## config.mk

```make
export PLATFORM = sky130hd
export DESIGN_NAME = if_fetch_unit
export DESIGN_NICKNAME = d
export VERILOG_FILES = /design/src/rtl/if_fetch_unit.sv
export SDC_FILE = /design/constraint.sdc
export NUM_CORES = 1
export LEC_CHECK = 0
export ABC_AREA = 0
export ABC_CLOCK_PERIOD_IN_PS = 2350
export BUFFER_PORTS_ARGS = -buffer_cell sky130_fd_sc_hd__buf_4
export CAP_MARGIN = 10
export CELL_PAD_IN_SITES_DETAIL_PLACEMENT = 1
export CELL_PAD_IN_SITES_GLOBAL_PLACEMENT = 1
export CORE_MARGIN = 10
export CORE_UTILIZATION = 40
export DETAILED_ROUTE_END_ITERATION = 16
export PLACE_DENSITY = 0.83
export SYNTH_ARGS = -nofsm -noshare
export SYNTH_HDL_FRONTEND = slang
export SYNTH_SLANG_ARGS = --single-unit
```

## constraint.sdc

```tcl
create_clock -name clk -period 2.35 [get_ports clk]
set_clock_uncertainty 0.2 [all_clocks]
set_input_delay 0.3525 -clock clk [delete_from_list [all_inputs] [get_ports clk]]
set_output_delay 0.3525 -clock clk [all_outputs]
set_load 0.01 [all_outputs]
```

## src/rtl/if_fetch_unit.sv

```systemverilog
// Instruction-fetch stage: PC, imem addressing, IF/ID register, return-address stack and halt.
// Optional performance counters are enabled with `define IF_PERF_CNT_EN.
module if_fetch_unit #(
    parameter logic [15:0] RESET_PC  = 16'h0000,
    parameter int          RAS_DEPTH = 4,
    parameter logic [15:0] NO_OP     = 16'hF000,
    parameter logic [15:0] HALT_OP   = 16'hFFFF
) (
    input  logic        clk,
    input  logic        rst_n,
    input  logic        stall,
    input  logic        branch_taken,
    input  logic [15:0] branch_target,
    input  logic        call,
    input  logic [11:0] call_target,
    input  logic [15:0] dec_pc,
    input  logic        ret,
    output logic [15:0] imem_addr,
    input  logic [15:0] imem_data,
    output logic [15:0] instruction_out,
    output logic [15:0] PC_out,
    output logic        halted,
`ifdef IF_PERF_CNT_EN
    output logic [31:0] fetch_cnt,
    output logic [31:0] bubble_cnt,
`endif
    output logic        ras_err
);

    localparam int IDX_W = $clog2(RAS_DEPTH);
    localparam int SP_W  = IDX_W + 1;

    typedef enum logic [1:0] {RUN, BUBBLE, HALT} state_t;

    state_t            state;
    logic [15:0]       pc;
    logic [SP_W-1:0]   sp;
    logic [15:0]       ras_mem [RAS_DEPTH];

    logic              ras_empty;
    logic              ras_full;
    logic [IDX_W-1:0]  push_idx;
    logic [IDX_W-1:0]  pop_idx;
    logic [SP_W-1:0]   sp_dec;
    logic              active;
    logic              redirect;
    logic              hold;
    logic              do_push;

    assign imem_addr = pc;
    assign ras_empty = (sp == '0);
    assign ras_full  = (sp == SP_W'(RAS_DEPTH));
    assign sp_dec    = sp - 1'b1;
    assign push_idx  = sp[IDX_W-1:0];
    assign pop_idx   = sp_dec[IDX_W-1:0];
    assign active    = (state != HALT);
    assign redirect  = ret || call || branch_taken;
    assign hold      = (state == RUN) && stall;
    assign do_push   = active && !ret && call && !ras_full;

    // RAS storage carries no reset; only sp defines which entries are live.
    always_ff @(posedge clk) begin
        if (do_push)
            ras_mem[push_idx] <= dec_pc + 16'd1;
    end

    // BUBBLE is the cycle the NO_OP is visible; its edge already fetches from the new pc.
    always_ff @(posedge clk or negedge rst_n) begin
        if (!rst_n) begin
            state           <= RUN;
            pc              <= RESET_PC;
            sp              <= '0;
            instruction_out <= NO_OP;
            PC_out          <= 16'h0000;
            halted          <= 1'b0;
            ras_err         <= 1'b0;
        end else begin
            case (state)
                RUN, BUBBLE: begin
                    if (ret) begin
                        instruction_out <= NO_OP;
                        state           <= BUBBLE;
                        if (ras_empty) begin
                            pc      <= RESET_PC;
                            ras_err <= 1'b1;
                        end else begin
                            pc <= ras_mem[pop_idx];
                            sp <= sp_dec;
                        end
                    end else if (call) begin
                        pc              <= {dec_pc[15:12], call_target};
                        instruction_out <= NO_OP;
                        state           <= BUBBLE;
                        if (ras_full)
                            ras_err <= 1'b1;
                        else
                            sp <= sp + 1'b1;
                    end else if (branch_taken) begin
                        pc              <= branch_target;
                        instruction_out <= NO_OP;
                        state           <= BUBBLE;
                    end else if (!hold) begin
                        instruction_out <= imem_data;
                        PC_out          <= pc + 16'd1;
                        if (imem_data == HALT_OP) begin
                            halted <= 1'b1;
                            state  <= HALT;
                        end else begin
                            pc    <= pc + 16'd1;
                            state <= RUN;
                        end
                    end
                end
                HALT: begin
                    instruction_out <= NO_OP;
                end
                default: begin
                    state <= RUN;
                end
            endcase
        end
    end

`ifdef IF_PERF_CNT_EN
    logic fetch_evt;
    logic bubble_evt;

    assign fetch_evt  = active && !redirect && !hold;
    assign bubble_evt = active && (redirect || hold);

    // Both counters saturate rather than wrap.
    always_ff @(posedge clk or negedge rst_n) begin
        if (!rst_n) begin
            fetch_cnt  <= 32'd0;
            bubble_cnt <= 32'd0;
        end else begin
            if (fetch_evt && (fetch_cnt != 32'hFFFF_FFFF))
                fetch_cnt <= fetch_cnt + 32'd1;
            if (bubble_evt && (bubble_cnt != 32'hFFFF_FFFF))
                bubble_cnt <= bubble_cnt + 32'd1;
        end
    end
`endif

endmodule

```

==> run metrics, run 1 <==
status completed; register area 3300 um^2; synthesized flop and latch total 119; Routability Congestion 0.860; largest net degree at the start of global routing 56; Final Max Slew Viols 0; R2R Setup Slk 0.02 ns; area share of the largest cell type after synthesis 34.0%; initial antenna violation count 1; grt total ovfl 0; total track usage 18.2%; top post-synthesis cells by area edfxtp_1 (34%), dfrtp_1 (23%), mux4_1 (6.0%), xnor2_1 (3.6%), a22o_1 (2.8%); Post-Syn Nets 517; layout cell share with drive strength beyond 1 31.7%; area leader, netlist edfxtp_1; CTS Buf Count 17; Layout area overhead 32.6%; Core Area 13,900 um^2; IO buf count 115; DR vias 4,301; Synth Flop Type edfxtp_1; most frequent cell after synthesis edfxtp_1; share of flip-flops with an asynchronous set or reset 46.2%; post-synthesis sequential area ratio 58.5%; WP data arrival 2.44 ns; Final Cycle Share 99.1%; Unique masters post-synth 54; Post-synth EDFFs 64; final routed DRC violation total 0; FP Rows 43; crit path from sp[0]; Die Area 19,300 um^2; WS Path Type flip-flop to flip-flop; Final TNS setup 0 ns; die height 139 um; clock tree buffer depth 2; Routed WL per cell 22.2 um; TritonRoute pass-1 iters 4; Leakage 0.00303 uW; Final Setup Violations 0; Power Dens Cells 1080 nW/um^2; vias per cell 5.51; DIE WIDTH 139 um; # IOs 116; vias in the first global route 4,718; 1st-iter DRT viols 246; YS warnings 0; Setup crit end kind flip-flop; post-synthesis cell area 5650 um^2; Clk Latency, worst-skew pair 0.42 ns; FMAX 429 MHz; crit path capture imem_addr[13]; Worst R2R Start sp[0]; Multi-input gate area 2210 um^2; Synth top cells by count edfxtp_1 (64), dfrtp_1 (51), nor2_1 (40), nand2_1 (38), a21oi_1 (27); startpoint class of the critical path flip-flop; RSZ-0062 raised after global routing false; Mapped Cells 444; initial core utilization 40.7%; Final HPWL DP 12,700 um; minimum hold slack 0.0386 ns; Worst-Margin Slew 0.717 ns; Final Routed Wirelength 17,400 um; Post-Syn Area per Cell 12.7 um^2; CTS Root Cell clkbuf_16; Post-DRT Antenna Nets 0; H-tree Lvls 4; largest fanout on the critical path 11; Reg-to-Reg End imem_addr[13]; reg2reg path depth 6; clock sink count 119; final hold viol count 0; Slew headroom 52.2%; worst hold path type primary input to flip-flop; first-pass GRT wire length 27,500 um; Nets 660; Fill cells 1,431; VDD IR max 0.000561 V; Final min period 2.33 ns; max capacitance violation total 0; required time of the critical path 2.46 ns; CTS clk-pin slew, worst paths 0.06 ns; CTS tree yes
## what timing repair did
item	in CTS	in global routing
hold buffers	11	0
buffers inserted	0	3
pin swaps	0	1
setup endpoints to repair	1	6
hold endpoints to repair	61	0
gates resized for setup	1	6
## registers in the layout, summed over array words and instances, names as in the netlist
signal / cells
instruction_out: 16
imem_addr: 16
halted: 1
PC_out: 16
ras_err: 1
sp: 3
ras_mem: 64
state: 2
## layout make-up
| cell class | count | share of cell area, % |
|---|---|---|
| sequential | 119 | 44.1 |
| multi-input combinational | 294 | 29.5 |
| timing repair buffer | 145 | 15.1 |
| clock buffer | 17 | 5.68 |
| tap | 180 | 3.01 |
| clock inverter | 15 | 2.06 |
| inverter | 10 | 0.501 |
| antenna | 1 | 0.0334 |
## cell families after synthesis
kind of cell	Yosys count	share of synthesized area [%]
AND/OR/NAND/NOR	131	11.2
flip-flops	119	58.5
buffers and inverters	31	3.35
multiplexers	21	8.20
adder cells (fa/ha/maj)	7	1.55
XOR/XNOR	31	4.81
AO/OA/AOI/OAI	104	12.4
## routing by layer
metal	track usage [%]	up-vias	wire length, um
met1	21.1	2143	7020
met4	7.63	0	527
met3	6.06	39	1090
met2	30.1	149	8720
li1	-	1970	-
met5	0	-	0
## where the power goes
group          internal, uW  switching, uW
Combinational          1300           1280
Sequential             2610            394
Clock                  1560            969
Total                  5470           2640
## critical path: stages (launching register included)
cell and delay (ns):
dfrtp_1 0.41, buf_6 0.20, buf_4 0.22, mux4_2 0.53, a22oi_1 0.27, o41ai_1 0.14
a22o_1 0.24
## cells in the final DEF (no fill, tap or decap), drive strengths merged, types with 2 or more instances in the layout
| master | n |
|---|---|
| a22oi | 10 |
| xor2 | 8 |
| and4 | 3 |
| o21ai | 20 |
| nand3 | 13 |
| clkinvlp | 2 |
| nand4 | 10 |
| nand2b | 6 |
| dfrtp | 51 |
| a31oi | 5 |
| clkbuf | 17 |
| buf | 134 |
| a32oi | 3 |
| mux4 | 16 |
| xnor2 | 23 |
| and3 | 3 |
| inv | 13 |
| dlygate4sd3 | 11 |
| nor4 | 2 |
| nand2 | 39 |
| o41ai | 3 |
| edfxtp | 64 |
| bufinv | 2 |
| a311oi | 2 |
| dfstp | 4 |
| o211ai | 4 |
| nor4b | 2 |
| and2 | 7 |
| nor2 | 41 |
| mux2 | 3 |
| a21oi | 27 |
| a22o | 18 |
| o22ai | 2 |
| mux2i | 2 |
| nor3 | 2 |
| ha | 7 |
| clkinv | 8 |
## worst min-delay path by stage
stage	slack, ns	cells after the start	endpoint	from
6_report	0.04	3	instruction_out[5]	imem_data[5]
4_1_cts	0.01	3	instruction_out[5]	imem_data[5]
2_1_floorplan	-0.14	0	PC_out[0]	rst_n
3_3_place_gp	0.25	1	sp[0]	rst_n
5_1_grt	0.03	3	instruction_out[5]	imem_data[5]
3_5_place_dp	0.25	1	sp[1]	rst_n
## metrics by stage
| step | setup WS, ns | cells | power [uW] | util (%) | cell area, um^2 |
|---|---|---|---|---|---|
| final | 0.0214 | 781 | 8110 | 53.9 | 7490 |
| after global routing | 0.00294 | 781 | 8520 | 53.9 | 7490 |
| after CTS | 0.0188 | 777 | 8070 | 53.5 | 7430 |
| after detailed placement | 0.0223 | 734 | 5480 | 48.5 | 6740 |
| after global placement | 0.210 | 734 | 5300 | 48.5 | 6740 |
| after floorplan | 0.0196 | 444 | 4450 | - | 5660 |
No activity file was read; power rests on OpenSTA's default activity.
==> run 2, diff against run 1 <==
- CELL_PAD_IN_SITES_GLOBAL_PLACEMENT: 1 -> 2
- CORE_UTILIZATION: 40 -> 33
- PLACE_DENSITY: 0.83 -> 0.82
==> run metrics, run 2 (synthesis gave the netlist of run 1 again) <==
status completed (unchanged); Die Area 22,700 um^2 (was 19,300 um^2); DR vias 4,234 (was 4,301); FMAX 445 MHz (was 429 MHz); grt total ovfl 0 (unchanged); Final Routed Wirelength 17,000 um (was 17,400 um); Multi-input gate area 2210 um^2 (about the same); final std cells w/o fill 823 (was 781); VDD IR max 0.000570 V (was 0.000561 V); FP Rows 47 (was 43); Biggest register ras_mem (unchanged); most common cell after layout, fill and taps aside buf_4 (unchanged); Routed WL per cell 20.6 um (was 22.2 um); Leakage 0.00303 uW (about the same); CTS Root Cell clkbuf_16 (unchanged); Final HPWL DP 12,600 um (was 12,700 um); R2R Setup Slk 0.10 ns (was 0.02 ns); # diodes 0 (was 1); first-pass GRT wire length 26,400 um (was 27,500 um); Power Total 8030 uW (was 8110 uW); Final Max Slew Viols 0 (unchanged); startpoint class of the critical path flip-flop (unchanged); crit path from sp[0] (unchanged); clock sink count 119 (unchanged); H-tree Lvls 4 (unchanged); max reg flops 64 (unchanged); Reg-to-Reg End imem_addr[15] (was imem_addr[13]); Post-DRT Antenna Nets 0 (unchanged); crit path capture imem_addr[15] (was imem_addr[13]); Setup crit end kind flip-flop (unchanged); Layout area overhead 33.4% (was 32.6%); largest fanout on the critical path 11 (unchanged); IO buf count 115 (unchanged); # IOs 116 (unchanged); Worst R2R Start sp[0] (unchanged); final core utilization 45.1% (was 53.9%); initial antenna violation count 0 (was 1); TritonRoute pass-1 iters 4 (unchanged); reg2reg path depth 7 (was 6); max capacitance violation total 0 (unchanged); final routed DRC violation total 0 (unchanged); worst hold path type primary input to flip-flop (unchanged); Nets 663 (was 660); DIE WIDTH 151 um (was 139 um); Power Dens Cells 1070 nW/um^2 (was 1080 nW/um^2); Final min period 2.25 ns (was 2.33 ns); clock tree buffer depth 2 (unchanged); WS Path Type flip-flop to flip-flop (unchanged); Worst Hold Depth 3 (unchanged); Final Cycle Share 95.7% (was 99.1%); Core Area 16,700 um^2 (was 13,900 um^2); vias per cell 5.14 (was 5.51); Clk Latency, worst-skew pair 0.42 ns (about the same); CTS clk-pin slew, worst paths 0.06 ns (about the same); die height 151 um (was 139 um); WP data arrival 2.36 ns (was 2.44 ns); layout cell share with drive strength beyond 1 32.0% (was 31.7%); Slew headroom 49.4% (was 52.2%); placed cells 776 (was 734); Routability Congestion 0.791 (was 0.860); register area 3300 um^2 (unchanged); CTS tree yes (unchanged); CTS Buf Count 17 (unchanged); Final Instance Area 7530 um^2 (was 7490 um^2); total track usage 15.1% (was 18.2%); commonest non-fill, non-tap cells in the layout buf_4 (135), edfxtp_1 (64), dfrtp_1 (51) (was buf_4 (132), edfxtp_1 (64), dfrtp_1 (51)); 1st-iter DRT viols 196 (was 246); initial core utilization 33.8% (was 40.7%); final hold viol count 0 (unchanged); Final TNS setup 0 ns (unchanged); vias in the first global route 4,642 (was 4,718); Final Setup Violations 0 (unchanged); Post-DP Area 6790 um^2 (was 6740 um^2); Worst-Margin Slew 0.759 ns (was 0.717 ns); Fill cells 1,777 (was 1,431); largest net degree at the start of global routing 56 (unchanged); required time of the critical path 2.46 ns (about the same)
run 2: worst max-delay path, cell delays in order, from the launching register on:
cell     delay, ns
dfrtp_1       0.42
inv_2         0.10
ha_4          0.36
buf_4         0.13
mux4_2        0.29
a22o_1        0.24
o31a_1        0.24
o32a_1        0.16
run 2: per-stage QoR:
step / hold slack [ns] / setup WS (ns)
4_1_cts: 0.0117 / 0.0531
5_1_grt: 0.0438 / -0.00984
3_5_place_dp: 0.259 / 0.0672
2_1_floorplan: -0.143 / 0.0196
3_3_place_gp: 0.256 / 0.175
6_report: 0.0181 / 0.101
run 2: worst min path at each step:
stage,start,end,slack [ns]
floorplan,rst_n,PC_out[0],-0.14
global placement,rst_n,halted,0.26
detailed placement,rst_n,sp[0],0.26
CTS,imem_data[15],instruction_out[15],0.01
global route,imem_data[15],instruction_out[15],0.04
finish,imem_data[15],instruction_out[15],0.02
run 2: repair_timing:
item                                    4_1_cts  5_1_grt
gates resized for setup                       0        6
endpoints found under the hold margin        62        0
setup buffers                                 0        3
endpoints found under the setup margin        0        6
hold buffers                                 12        0
run 2: power breakdown:
| group | internal, uW | switching [uW] | total, uW |
|---|---|---|---|
| Clock | 1470 | 1010 | 2490 |
| Sequential | 2610 | 378 | 2990 |
| Combinational | 1300 | 1260 | 2560 |
run 2: layout make-up:
cell class	count	area share (%)
clock buffers	17	5.65
clock inverters	15	1.89
inverters	10	0.498
multi-input cells	294	29.3
flip-flops and latches	119	43.8
well taps	220	3.65
repair buffers	148	15.2
run 2: metal layers:
| layer | part of all wire (%) | vias up | wire [um] | GRT usage, % |
|---|---|---|---|---|
| li1 | - | 1981 | - | - |
| met1 | 43 | 2112 | 7270 | 18.5 |
| met2 | 50 | 117 | 8520 | 25.2 |
| met3 | 5.0 | 24 | 853 | 4.03 |
| met4 | 1.9 | 0 | 328 | 5.10 |
| met5 | 0 | - | 0 | 0 |
==> run 3, diff against run 2 <==
- PLACE_DENSITY: 0.82 -> 0.83
- RECOVER_POWER: default -> 25
==> run metrics, run 3 (synthesis gave the netlist of run 1 again) <==
minimum hold slack 0.0187 ns (was 0.0181 ns); WS Path Type flip-flop to flip-flop (unchanged); status completed (unchanged); initial antenna violation count 0 (unchanged); FMAX 449 MHz (was 445 MHz); # IOs 116 (unchanged); DIE WIDTH 151 um (unchanged); Core Area 16,700 um^2 (unchanged); WP data arrival 2.31 ns (was 2.36 ns); initial core utilization 33.8% (unchanged); Fill cells 1,793 (was 1,777); Worst R2R Start sp[0] (unchanged); FP Rows 47 (unchanged); Leakage 0.00300 uW (was 0.00303 uW); H-tree Lvls 4 (unchanged); max capacitance violation total 0 (unchanged); startpoint class of the critical path flip-flop (unchanged); RSZ-0062 raised after global routing false; Post-DP Area 6790 um^2 (about the same); VDD IR max 0.000581 V (was 0.000570 V); max reg flops 64 (unchanged); hold endpoint instruction_out[10] (was instruction_out[15]); Routability Congestion 0.815 (was 0.791); CTS tree yes (unchanged); vias in the first global route 4,739 (was 4,642); Layout area overhead 33.1% (was 33.4%); final routed DRC violation total 0 (unchanged); Worst-Margin Slew 1.44 ns (was 0.759 ns); Die Area 22,700 um^2 (unchanged); required time of the critical path 2.43 ns (was 2.46 ns); CTS clk-pin slew, worst paths 0.06 ns (about the same); Post-DRT Antenna Nets 0 (unchanged); Setup crit end kind flip-flop (unchanged); Final HPWL DP 12,500 um (was 12,600 um); DR vias 4,214 (was 4,234); Final Instance Area 7510 um^2 (was 7530 um^2); die height 151 um (unchanged); final hold viol count 0 (unchanged); clock tree buffer depth 2 (unchanged); Routed WL per cell 20.4 um (was 20.6 um); TritonRoute pass-1 iters 4 (unchanged); reg2reg path depth 6 (was 7); # diodes 0 (unchanged); Final TNS setup 0 ns (unchanged); largest fanout on the critical path 8 (was 11); Power Dens Cells 1060 nW/um^2 (was 1070 nW/um^2); CTS Root Cell clkbuf_16 (unchanged); Slew headroom 4.12% (was 49.4%); vias per cell 5.14 (about the same); Reg-to-Reg End imem_addr[10] (was imem_addr[15]); Final Cycle Share 94.8% (was 95.7%); grt total ovfl 0 (unchanged); most common cell after layout, fill and taps aside buf_4 (unchanged); Clk Latency, worst-skew pair 0.41 ns (was 0.42 ns); Nets 660 (was 663); layout cell share with drive strength beyond 1 31.0% (was 32.0%); worst hold path type primary input to flip-flop (unchanged); Final Setup Violations 0 (unchanged); Final min period 2.23 ns (was 2.25 ns); Worst Hold Depth 3 (unchanged); CTS Buf Count 17 (unchanged); largest net degree at the start of global routing 56 (unchanged); total track usage 15.0% (was 15.1%); clock sink count 119 (unchanged); Final Max Slew Viols 0 (unchanged); Biggest register ras_mem (unchanged); 1st-iter DRT viols 246 (was 196); IO buf count 115 (unchanged); first-pass GRT wire length 26,100 um (was 26,400 um); Final Routed Wirelength 16,800 um (was 17,000 um); commonest non-fill, non-tap cells in the layout buf_4 (128), edfxtp_1 (64), dfrtp_1 (51) (was buf_4 (135), edfxtp_1 (64), dfrtp_1 (51)); R2R Setup Slk 0.12 ns (was 0.10 ns); hold_sp imem_data[10] (was imem_data[15])
-- run 3: changes by cell type in the layout (fill, tap and decap cells not counted), sizes merged --
cell	delta
clkbuf	+4
buf	-6
clkinv	+2
clkinvlp	+2
inv	-5
-- run 3: how the worst max path moves through the flow --
stage               start       endpoint  slack, ns
floorplan           sp[0]  imem_addr[14]       0.02
global placement    sp[0]  imem_addr[14]       0.16
detailed placement  sp[1]   imem_addr[9]      0.006
CTS                 sp[1]  imem_addr[12]       0.03
global route        sp[1]  imem_addr[15]      0.004
finish              sp[0]  imem_addr[10]       0.12
-- run 3: what timing repair did --
item / in CTS / in global routing
setup endpoints to repair: 1 / 6
hold buffers: 12 / 0
resized for setup: 1 / 4
setup buffers: 0 / 2
hold endpoints to repair: 62 / 0
pin swaps: 0 / 1
-- run 3: worst max-delay path: stages (launching register included) --
cell and delay, ns:
dfrtp_1 0.40, buf_4 0.21, mux4_1 0.62, a32oi_2 0.31, nand3_1 0.11, a21oi_1 0.18
a31oi_1 0.07
-- run 3: routing by layer --
layer / part of all wire [%] / wire length, um / global-route usage (%) / vias up
met3: 4.9 / 815 / 3.28 / 24
met4: 1.7 / 291 / 5.25 / 0
met1: 42 / 6970 / 17.6 / 2092
met5: 0 / 0 / 0 / -
li1: - / - / - / 1976
met2: 52 / 8680 / 26.4 / 122
-- run 3: where the power goes --
| part | internal [uW] | switching, uW | leakage (uW) |
|---|---|---|---|
| registers | 2610 | 383 | 0.00125 |
| logic | 1330 | 1240 | 0.00150 |
| clock network | 1450 | 957 | 0.000254 |
| total | 5390 | 2580 | 0.00300 |
-- run 3: layout make-up --
type | instances | area [um^2] | area share, %
flip-flops and latches | 119 | 3300 | 44.0
multi-input cells | 294 | 2210 | 29.4
repair buffers | 145 | 1130 | 15.1
clock buffers | 18 | 429 | 5.71
well taps | 220 | 275 | 3.66
clock inverters | 14 | 128 | 1.70
inverters | 10 | 37.5 | 0.500
-- run 3: metrics by stage --
step / util, % / instances / total power (uW) / setup WS, ns
after floorplan: - / 444 / 4450 / 0.0196
after global placement: 40.7 / 774 / 5380 / 0.162
after detailed placement: 40.7 / 774 / 5480 / 0.00587
after CTS: 44.7 / 818 / 7940 / 0.0293
after global routing: 45.0 / 820 / 8400 / 0.00361
final: 45.0 / 820 / 7970 / 0.123
